$ cat src/rtl/sl_obi_wbuf_pkg.sv
// Shared types for the serial-link OBI write buffer.
//   sl_obi_req_t / sl_obi_rsp_t : default OBI request/response structs
//   wbuf_entry_t                : one buffered write {addr, be, wdata}
//   wbuf_state_e                : master-side FSM states
package sl_obi_wbuf_pkg;

  localparam int unsigned ObiAddrWidth = 32;
  localparam int unsigned ObiDataWidth = 32;
  localparam int unsigned ObiBeWidth   = ObiDataWidth / 8;

  typedef struct packed {
    logic                    req;
    logic [ObiAddrWidth-1:0] addr;
    logic                    we;
    logic [ObiBeWidth-1:0]   be;
    logic [ObiDataWidth-1:0] wdata;
  } sl_obi_req_t;

  typedef struct packed {
    logic                    gnt;
    logic                    rvalid;
    logic [ObiDataWidth-1:0] rdata;
  } sl_obi_rsp_t;

  typedef struct packed {
    logic [ObiAddrWidth-1:0] addr;
    logic [ObiBeWidth-1:0]   be;
    logic [ObiDataWidth-1:0] wdata;
  } wbuf_entry_t;

  typedef enum logic [2:0] {
    ST_IDLE,
    ST_WR_REQ,
    ST_WR_RESP,
    ST_RD_REQ,
    ST_RD_RESP
  } wbuf_state_e;

endpackage

$ cat src/rtl/sl_obi_wbuf_fifo.sv
// Write-entry FIFO for the OBI write buffer.
//   clk_i, rst_ni : clock, asynchronous active-low reset
//   push_i/data_i : write an entry (caller guarantees not full)
//   pop_i/data_o  : head entry, removed on pop_i (caller guarantees not empty)
//   count_o       : registered occupancy, full_o / empty_o derived from it
module sl_obi_wbuf_fifo
  import sl_obi_wbuf_pkg::*;
#(
  parameter  int unsigned Depth    = 8,
  localparam int unsigned PtrWidth = $clog2(Depth),
  localparam int unsigned CntWidth = $clog2(Depth + 1)
) (
  input  logic                clk_i,
  input  logic                rst_ni,
  input  logic                push_i,
  input  wbuf_entry_t         data_i,
  input  logic                pop_i,
  output wbuf_entry_t         data_o,
  output logic [CntWidth-1:0] count_o,
  output logic                full_o,
  output logic                empty_o
);

  wbuf_entry_t         mem_q [Depth];
  logic [PtrWidth-1:0] wr_ptr_q, rd_ptr_q;
  logic [CntWidth-1:0] count_q, count_d;

  // NOTE: every variable assigned in always_comb gets a default first so no latch is inferred.
  always_comb begin
    count_d = count_q;
    case ({push_i, pop_i})
      2'b10:   count_d = count_q + CntWidth'(1);
      2'b01:   count_d = count_q - CntWidth'(1);
      default: count_d = count_q;
    endcase
  end

  // Power-of-two depth: pointers wrap by natural overflow.
  // NOTE: sequential state uses non-blocking assignments so all registers update together.
  always_ff @(posedge clk_i or negedge rst_ni) begin
    if (!rst_ni) begin
      wr_ptr_q <= '0;
      rd_ptr_q <= '0;
      count_q  <= '0;
    end else begin
      if (push_i) wr_ptr_q <= wr_ptr_q + PtrWidth'(1);
      if (pop_i)  rd_ptr_q <= rd_ptr_q + PtrWidth'(1);
      count_q <= count_d;
    end
  end

  // NOTE: storage is not reset; count and pointers decide validity, so stale entries are never read.
  always_ff @(posedge clk_i) begin
    if (push_i) mem_q[wr_ptr_q] <= data_i;
  end

  assign data_o  = mem_q[rd_ptr_q];
  assign count_o = count_q;
  assign full_o  = (count_q == CntWidth'(Depth));
  assign empty_o = (count_q == '0);

endmodule

$ cat src/rtl/sl_obi_write_buffer.sv
// Posted-write buffer between a core/DMA OBI port and the serial-link OBI port.
// Writes are granted immediately while space remains and acknowledged one
// cycle later; reads wait until every buffered write has completed on the
// master side and then pass through with a combinational rvalid/rdata path.
//   clk_i, rst_ni          : clock, asynchronous active-low reset
//   slv_req_i / slv_rsp_o  : OBI slave port (core/DMA side)
//   mst_req_o / mst_rsp_i  : OBI master port (serial-link side)
//   empty_o                : FIFO empty and master FSM idle
//   full_o                 : FIFO holds Depth entries
//   hwm_o                  : high-water mark of FIFO occupancy, present only
//                            when SL_WBUF_HWM_EN is defined
module sl_obi_write_buffer
  import sl_obi_wbuf_pkg::*;
#(
  parameter  type         obi_req_t  = sl_obi_req_t,
  parameter  type         obi_resp_t = sl_obi_rsp_t,
  parameter  int unsigned Depth      = 8,
  parameter  int unsigned AddrWidth  = 32,
  parameter  int unsigned DataWidth  = 32,
  localparam int unsigned CntWidth   = $clog2(Depth + 1)
) (
  input  logic      clk_i,
  input  logic      rst_ni,
  input  obi_req_t  slv_req_i,
  output obi_resp_t slv_rsp_o,
  output obi_req_t  mst_req_o,
  input  obi_resp_t mst_rsp_i,
  output logic      empty_o,
  output logic      full_o
`ifdef SL_WBUF_HWM_EN
  ,
  output logic [CntWidth-1:0] hwm_o
`endif
);

  localparam int unsigned BeWidth = DataWidth / 8;

  wbuf_state_e         state_q;
  obi_req_t            mst_req_q;
  logic                wr_rvalid_q;
  wbuf_entry_t         push_entry, head_entry;
  logic [CntWidth-1:0] fifo_count;
  logic                fifo_full, fifo_empty;
  logic                rd_busy, wr_gnt, rd_gnt, pop;

  assign rd_busy = (state_q == ST_RD_REQ) || (state_q == ST_RD_RESP);
  assign empty_o = fifo_empty && (state_q == ST_IDLE);
  assign full_o  = fifo_full;

  // Admission looks at the registered count only, so a pop in the same cycle
  // does not open a slot. Gnt is gated by rst_ni so the slave port reads
  // all-zero while reset is asserted.
  assign wr_gnt = rst_ni && slv_req_i.req && slv_req_i.we &&
                  (fifo_count < CntWidth'(Depth)) && !rd_busy;
  assign rd_gnt = rst_ni && slv_req_i.req && !slv_req_i.we && empty_o;
  assign pop    = (state_q == ST_WR_REQ) && mst_rsp_i.gnt;

  always_comb begin
    push_entry.addr  = slv_req_i.addr[AddrWidth-1:0];
    push_entry.be    = slv_req_i.be[BeWidth-1:0];
    push_entry.wdata = slv_req_i.wdata[DataWidth-1:0];
  end

  sl_obi_wbuf_fifo #(
    .Depth (Depth)
  ) i_fifo (
    .clk_i   (clk_i),
    .rst_ni  (rst_ni),
    .push_i  (wr_gnt),
    .data_i  (push_entry),
    .pop_i   (pop),
    .data_o  (head_entry),
    .count_o (fifo_count),
    .full_o  (fifo_full),
    .empty_o (fifo_empty)
  );

  // Master FSM: one outstanding transaction. The request register is loaded
  // on entry to WR_REQ/RD_REQ and held until gnt, keeping all fields stable.
  always_ff @(posedge clk_i or negedge rst_ni) begin
    if (!rst_ni) begin
      state_q     <= ST_IDLE;
      mst_req_q   <= '0;
      wr_rvalid_q <= 1'b0;
    end else begin
      wr_rvalid_q <= wr_gnt;
      unique case (state_q)
        ST_IDLE: begin
          if (!fifo_empty) begin
            state_q         <= ST_WR_REQ;
            mst_req_q.req   <= 1'b1;
            mst_req_q.we    <= 1'b1;
            mst_req_q.addr  <= head_entry.addr;
            mst_req_q.be    <= head_entry.be;
            mst_req_q.wdata <= head_entry.wdata;
          end else if (rd_gnt) begin
            state_q         <= ST_RD_REQ;
            mst_req_q.req   <= 1'b1;
            mst_req_q.we    <= 1'b0;
            mst_req_q.addr  <= slv_req_i.addr;
            mst_req_q.be    <= slv_req_i.be;
            mst_req_q.wdata <= '0;
          end
        end
        ST_WR_REQ: begin
          if (mst_rsp_i.gnt) begin
            state_q   <= ST_WR_RESP;
            mst_req_q <= '0;
          end
        end
        ST_WR_RESP: begin
          if (mst_rsp_i.rvalid) state_q <= ST_IDLE;
        end
        ST_RD_REQ: begin
          if (mst_rsp_i.gnt) begin
            state_q   <= ST_RD_RESP;
            mst_req_q <= '0;
          end
        end
        ST_RD_RESP: begin
          if (mst_rsp_i.rvalid) state_q <= ST_IDLE;
        end
        default: state_q <= ST_IDLE;
      endcase
    end
  end

  assign mst_req_o = mst_req_q;

  // Write acknowledges come from a register; read data is forwarded straight
  // from the master port while the read is outstanding.
  always_comb begin
    slv_rsp_o     = '0;
    slv_rsp_o.gnt = wr_gnt || rd_gnt;
    if (state_q == ST_RD_RESP) begin
      slv_rsp_o.rvalid = mst_rsp_i.rvalid;
      slv_rsp_o.rdata  = mst_rsp_i.rdata;
    end else begin
      slv_rsp_o.rvalid = wr_rvalid_q;
    end
  end

`ifdef SL_WBUF_HWM_EN
  logic [CntWidth-1:0] hwm_q;

  always_ff @(posedge clk_i or negedge rst_ni) begin
    if (!rst_ni) begin
      hwm_q <= '0;
    end else if (fifo_count > hwm_q) begin
      hwm_q <= fifo_count;
    end
  end

  assign hwm_o = hwm_q;
`endif

endmodule

$ cat config.mk
export PLATFORM = sky130hd
export DESIGN_NAME = sl_obi_write_buffer
export DESIGN_NICKNAME = d
export VERILOG_FILES = /design/src/rtl/sl_obi_wbuf_pkg.sv /design/src/rtl/sl_obi_wbuf_fifo.sv /design/src/rtl/sl_obi_write_buffer.sv
export SDC_FILE = /design/constraint.sdc
export NUM_CORES = 1
export LEC_CHECK = 0
export ABC_CLOCK_PERIOD_IN_PS = 19000
export BUFFER_PORTS_ARGS = -buffer_cell sky130_fd_sc_hd__buf_2
export CAP_MARGIN = 10
export CORE_AREA = 2 2 198 200
export DETAILED_ROUTE_END_ITERATION = 16
export DIE_AREA = 0 0 200 202
export GPL_ROUTABILITY_DRIVEN = 0
export PLACE_DENSITY = 0.81
export SYNTH_ARGS = -nofsm -noshare
export SYNTH_HDL_FRONTEND = slang
export SYNTH_SLANG_ARGS = --single-unit
$ cat constraint.sdc
create_clock -name clk_i -period 19 [get_ports clk_i]
set_input_delay 4.75 -clock clk_i [delete_from_list [all_inputs] [get_ports clk_i]]
set_output_delay 4.75 -clock clk_i [all_outputs]
set_load 0.02 [all_outputs]
==> flow_results.org <==
** Status
- The flow ran to the end, and the final reports show no timing, DRC or antenna violations.

** Clocking
- Sink Count :: 628
- CTS HTree Levels :: 2
- Post-CTS repair timing setup buffer count :: 0
- Counting the buffers created by CTS gives 59.
- Worst-case clock buffer depth :: 3
- For the worst-skew pair, the clock arrives at the later sink with an insertion delay of 0.62 ns.
- After clock tree synthesis, the flow added hold-fix buffers numbering 0.
- The number of gates resized after CTS was 0.
- CTS tree :: yes
- Clock-pin slew was measured on the worst setup and hold paths at ~0.06 ns.
- CTS root buf :: sky130_fd_sc_hd__clkbuf_16

** Power and ir drop
- Logic gate share of total power :: ~27%
- Of the total power, the clock network draws 28.8%.
- Net switching is between 30% and 40% of the power.
- Per report_power, the sequential group accounts for about 44% of the total.
- Internal power summed over all cells :: ~0.0028 W
- In this run the power density over the cells is around 140 mW/mm^2.
- Sw Pwr :: between 0.001 and 0.0015 W
- For this design the static power due to leakage is 9.55 nW.
- The worst-case IR drop observed on VDD is around 110 uV.

** Yosys
- Cell count after synthesis :: approximately 1.2k
- Commonest register cell after synthesis :: sky130_fd_sc_hd__edfxtp_1
- Top-count cell post-synth :: sky130_fd_sc_hd__edfxtp_1
- Netlist area before placement :: 0.0242 mm^2
- Share of the yosys chip area belonging to registers :: 76.2%
- The synthesized design contains 628 register bits.
- After synthesis, the mean cell area works out to roughly 20 um^2.
- Top cell types by occurrence after synthesis :: sky130_fd_sc_hd__edfxtp_1, sky130_fd_sc_hd__mux4_2, sky130_fd_sc_hd__dfrtp_1, sky130_fd_sc_hd__o21ai_0, sky130_fd_sc_hd__nor2b_1
- Count of flip-flops with a built-in enable after synthesis :: ~540
- After synthesis, the netlist uses 42 different library cells.
- Cell type contributing the most total cell area after synthesis :: sky130_fd_sc_hd__edfxtp_1
- In this run the biggest area consumer among cell types represents just under 70% of the synthesized area.
- Async set-reset flop share out of synthesis :: between 10% and 20%
- Largest cells by area after synthesis :: sky130_fd_sc_hd__edfxtp_1, sky130_fd_sc_hd__mux4_2, sky130_fd_sc_hd__dfrtp_1
- For this run, the number of Yosys warnings is 0.
- Net count of the mapped netlist :: around 1.3k

** STA
- After layout, the worst path uses 58.8% of the clock period.
- Max Clk Rate :: between 0.08 and 0.09 GHz
- Final Max Tran Viols :: 0
- The clock arrives with approximately 0.028 ns of skew.
- At the pin with the least slew margin, the transition time is between 1 and 1.5 ns.
- Unrepaired setup endpoints after global routing :: no
- In the final timing run, aggregate negative setup slack is 0 ns.
- Final Worst Setup Slack :: between 7 and 8 ns
- Setup violations remaining at the end of the flow were counted as 0.
- Post-layout min period :: 11.17 ns
- Headroom to the max-slew limit :: ~31%
- Fin. Hold Viols :: 0

** Routing
- After detailed routing, the number of vias per cell comes to approximately 6.3.
- Top metal layer carrying routed signals :: met5
- After detailed routing, the average wire length per cell comes to around 26 um.
- Summed over all nets, wire length on met3 after detailed routing comes to about 4500 um.
- For this block, the initial DRC count from the detailed router was about 1.2k.
- Count of vias placed by the detailed router :: around 12k
- The first detailed-routing pass took 4 iterations.
- Final routed DRC violation total :: 0
- Routed length on met1 :: between 15000 and 20000 um
- In this run the remaining antenna-violating nets after routing total 0.
- Total Wirelength :: between 50000 and 60000 um
- Met2 wirelength from detailed routing :: 25900 um

** Worst setup path
- Worst Setup End Kind :: output pin
- WP data arrival :: 6.42 ns
- Critical-path maximum fanout :: 36
- Required time of the worst setup path :: ~14 ns
- Reg-to-reg slack, setup :: ~15 ns
- Startpoint class of the critical path :: input pin
- The critical path is of the input pin to output pin type.

** Flow run
- Across the run, the number of max-cap violations was 0.

** Place
- Detailed Place HPWL :: between 20000 and 30000 um
- Input and output buffers added on the ports amount to about 210.
- Timing analysis after detailed placement gives a worst setup slack of just under 8 ns.

** Finish
- Share of final-layout standard cells stronger than drive strength 1 :: between 30 and 40%
- Fill cells in the final layout number roughly 2.2k.
- Area growth, synth to finish :: 14.5%
- Count of nets after finishing :: approximately 1.5k
- Cells fill between 70% and 80% of the core in the end.

** Global route
- Entering global routing, the biggest net connects 74 pins.
- Wire length of the first global-routing pass :: 77100 um
- Total global-route track usage :: between 20% and 30%
- The number of antenna violations at the first check in global routing came to 6.
- Global route total overflow :: 0
- Number of global-route vias before repair :: roughly 13k

** Floorplan
- Pin placement for this block handled around 210 I/O pins.
- Initial Util :: between 60% and 70%
- Area enclosed by the die boundary :: ~0.040 mm^2
- Core area :: around 0.038 mm^2
- Die width :: 200 um
- Die height :: 202 um
- Number of placement rows :: ~70

** Min path
- Worst Hold Class :: flip-flop to flip-flop
## worst max-delay path, cell delays in order
cell,delay [ns]
sky130_fd_sc_hd__buf_4,0.43
sky130_fd_sc_hd__nand4b_1,0.18
sky130_fd_sc_hd__a211oi_2,0.48
sky130_fd_sc_hd__inv_1,0.17
sky130_fd_sc_hd__o31ai_1,0.15
sky130_fd_sc_hd__buf_2,0.24
## flip-flops by register name (all words and copies together), names as in the netlist
signal / count
i_fifo.wr_ptr_q: 3
i_fifo.rd_ptr_q: 3
i_fifo.count_o: 4
state_q: 3
wr_rvalid_q: 1
mst_req_o: 70
i_fifo.mem_q: 544
## metal layers
| metal | vias to the layer above | track usage, % |
|---|---|---|
| met5 | - | 0 |
| met4 | 6 | 8.02 |
| met3 | 112 | 5.04 |
| met2 | 560 | 42.6 |
| met1 | 6486 | 37.0 |
| li1 | 5295 | - |
## cell families (layout without fill, tap and decap cells)
kind of cell	count (synthesis)	count (layout)	share of synthesized area, %
mux	140	140	12.9
xor+xnor	11	11	0.398
other cells	0	3	0
compound gates	153	153	4.38
buf+inv	78	352	1.65
simple gates	169	169	4.22
fa+ha+maj	5	5	0.259
flops	628	628	76.2
## path summary, 6_finish.rpt
kind	startpoint	cells past startpoint	to
worst min-delay path	mst_req_o[69]$_DFFE_PN0P_	2	mst_req_o[69]$_DFFE_PN0P_
worst max-delay path	rst_ni	6	slv_rsp_o[33]
min in group asynchronous	rst_ni	1	mst_req_o[29]$_DFFE_PN0P_
worst max register to register	i_fifo.rd_ptr_q[0]$_DFFE_PN0P_	6	mst_req_o[33]$_DFFE_PN0P_
worst min register to register	mst_req_o[69]$_DFFE_PN0P_	2	mst_req_o[69]$_DFFE_PN0P_
max in group asynchronous	rst_ni	2	i_fifo.rd_ptr_q[1]$_DFFE_PN0P_
## per-stage QoR
stage	total power [W]	hold WS [ns]	instance area, um^2	cells
global placement	0.00284	0.454	25800	1865
floorplan	0.00256	0.452	24200	1184
finish	0.00399	0.485	27700	1979
CTS	0.00402	0.492	27700	1976
global route	0.00415	0.506	27700	1977
detailed placement	0.00287	0.477	25800	1865
## area by class of cell
type                            instances  area, um^2  share of cell area [%]
Multi-Input combinational cell        478        5410                    19.5
Sequential cell                       628       18400                    66.6
Clock inverter                         27         255                   0.922
Tap cell                              518         648                    2.34
Antenna cell                            3        7.51                  0.0271
Clock buffer                           84        1650                    5.96
Timing Repair Buffer                  238        1260                    4.55
Inverter                                3        11.3                  0.0407
## placed cells by master (no fill, tap or decap), drive strengths merged, types with 3 or more instances in the layout
cell type and instances:
xnor2 4, mux2 4, and2 33, nor2b 69
clkbuf 84, a21oi 4, inv 3, o21ai 73
mux4 136, a211oi 37, nor3b 5, dfrtp 84
diode 3, nand3 36, nor2 5, nand2 6
clkinv 22, buf 238, nor3 4, ha 5
edfxtp 544, a221o 32, bufinv 4, xor2 7
nand3b 3
## power groups by stage
stage	registers (W)	clock network, W	logic (W)
2_1_floorplan	0.00177	0	0.000787
3_3_place_gp	0.00179	0	0.00105
3_5_place_dp	0.00179	0	0.00107
4_1_cts	0.00177	0.00116	0.00109
5_1_grt	0.00178	0.00121	0.00116
6_report	0.00177	0.00115	0.00107
Power figures use the tool's default switching activity.
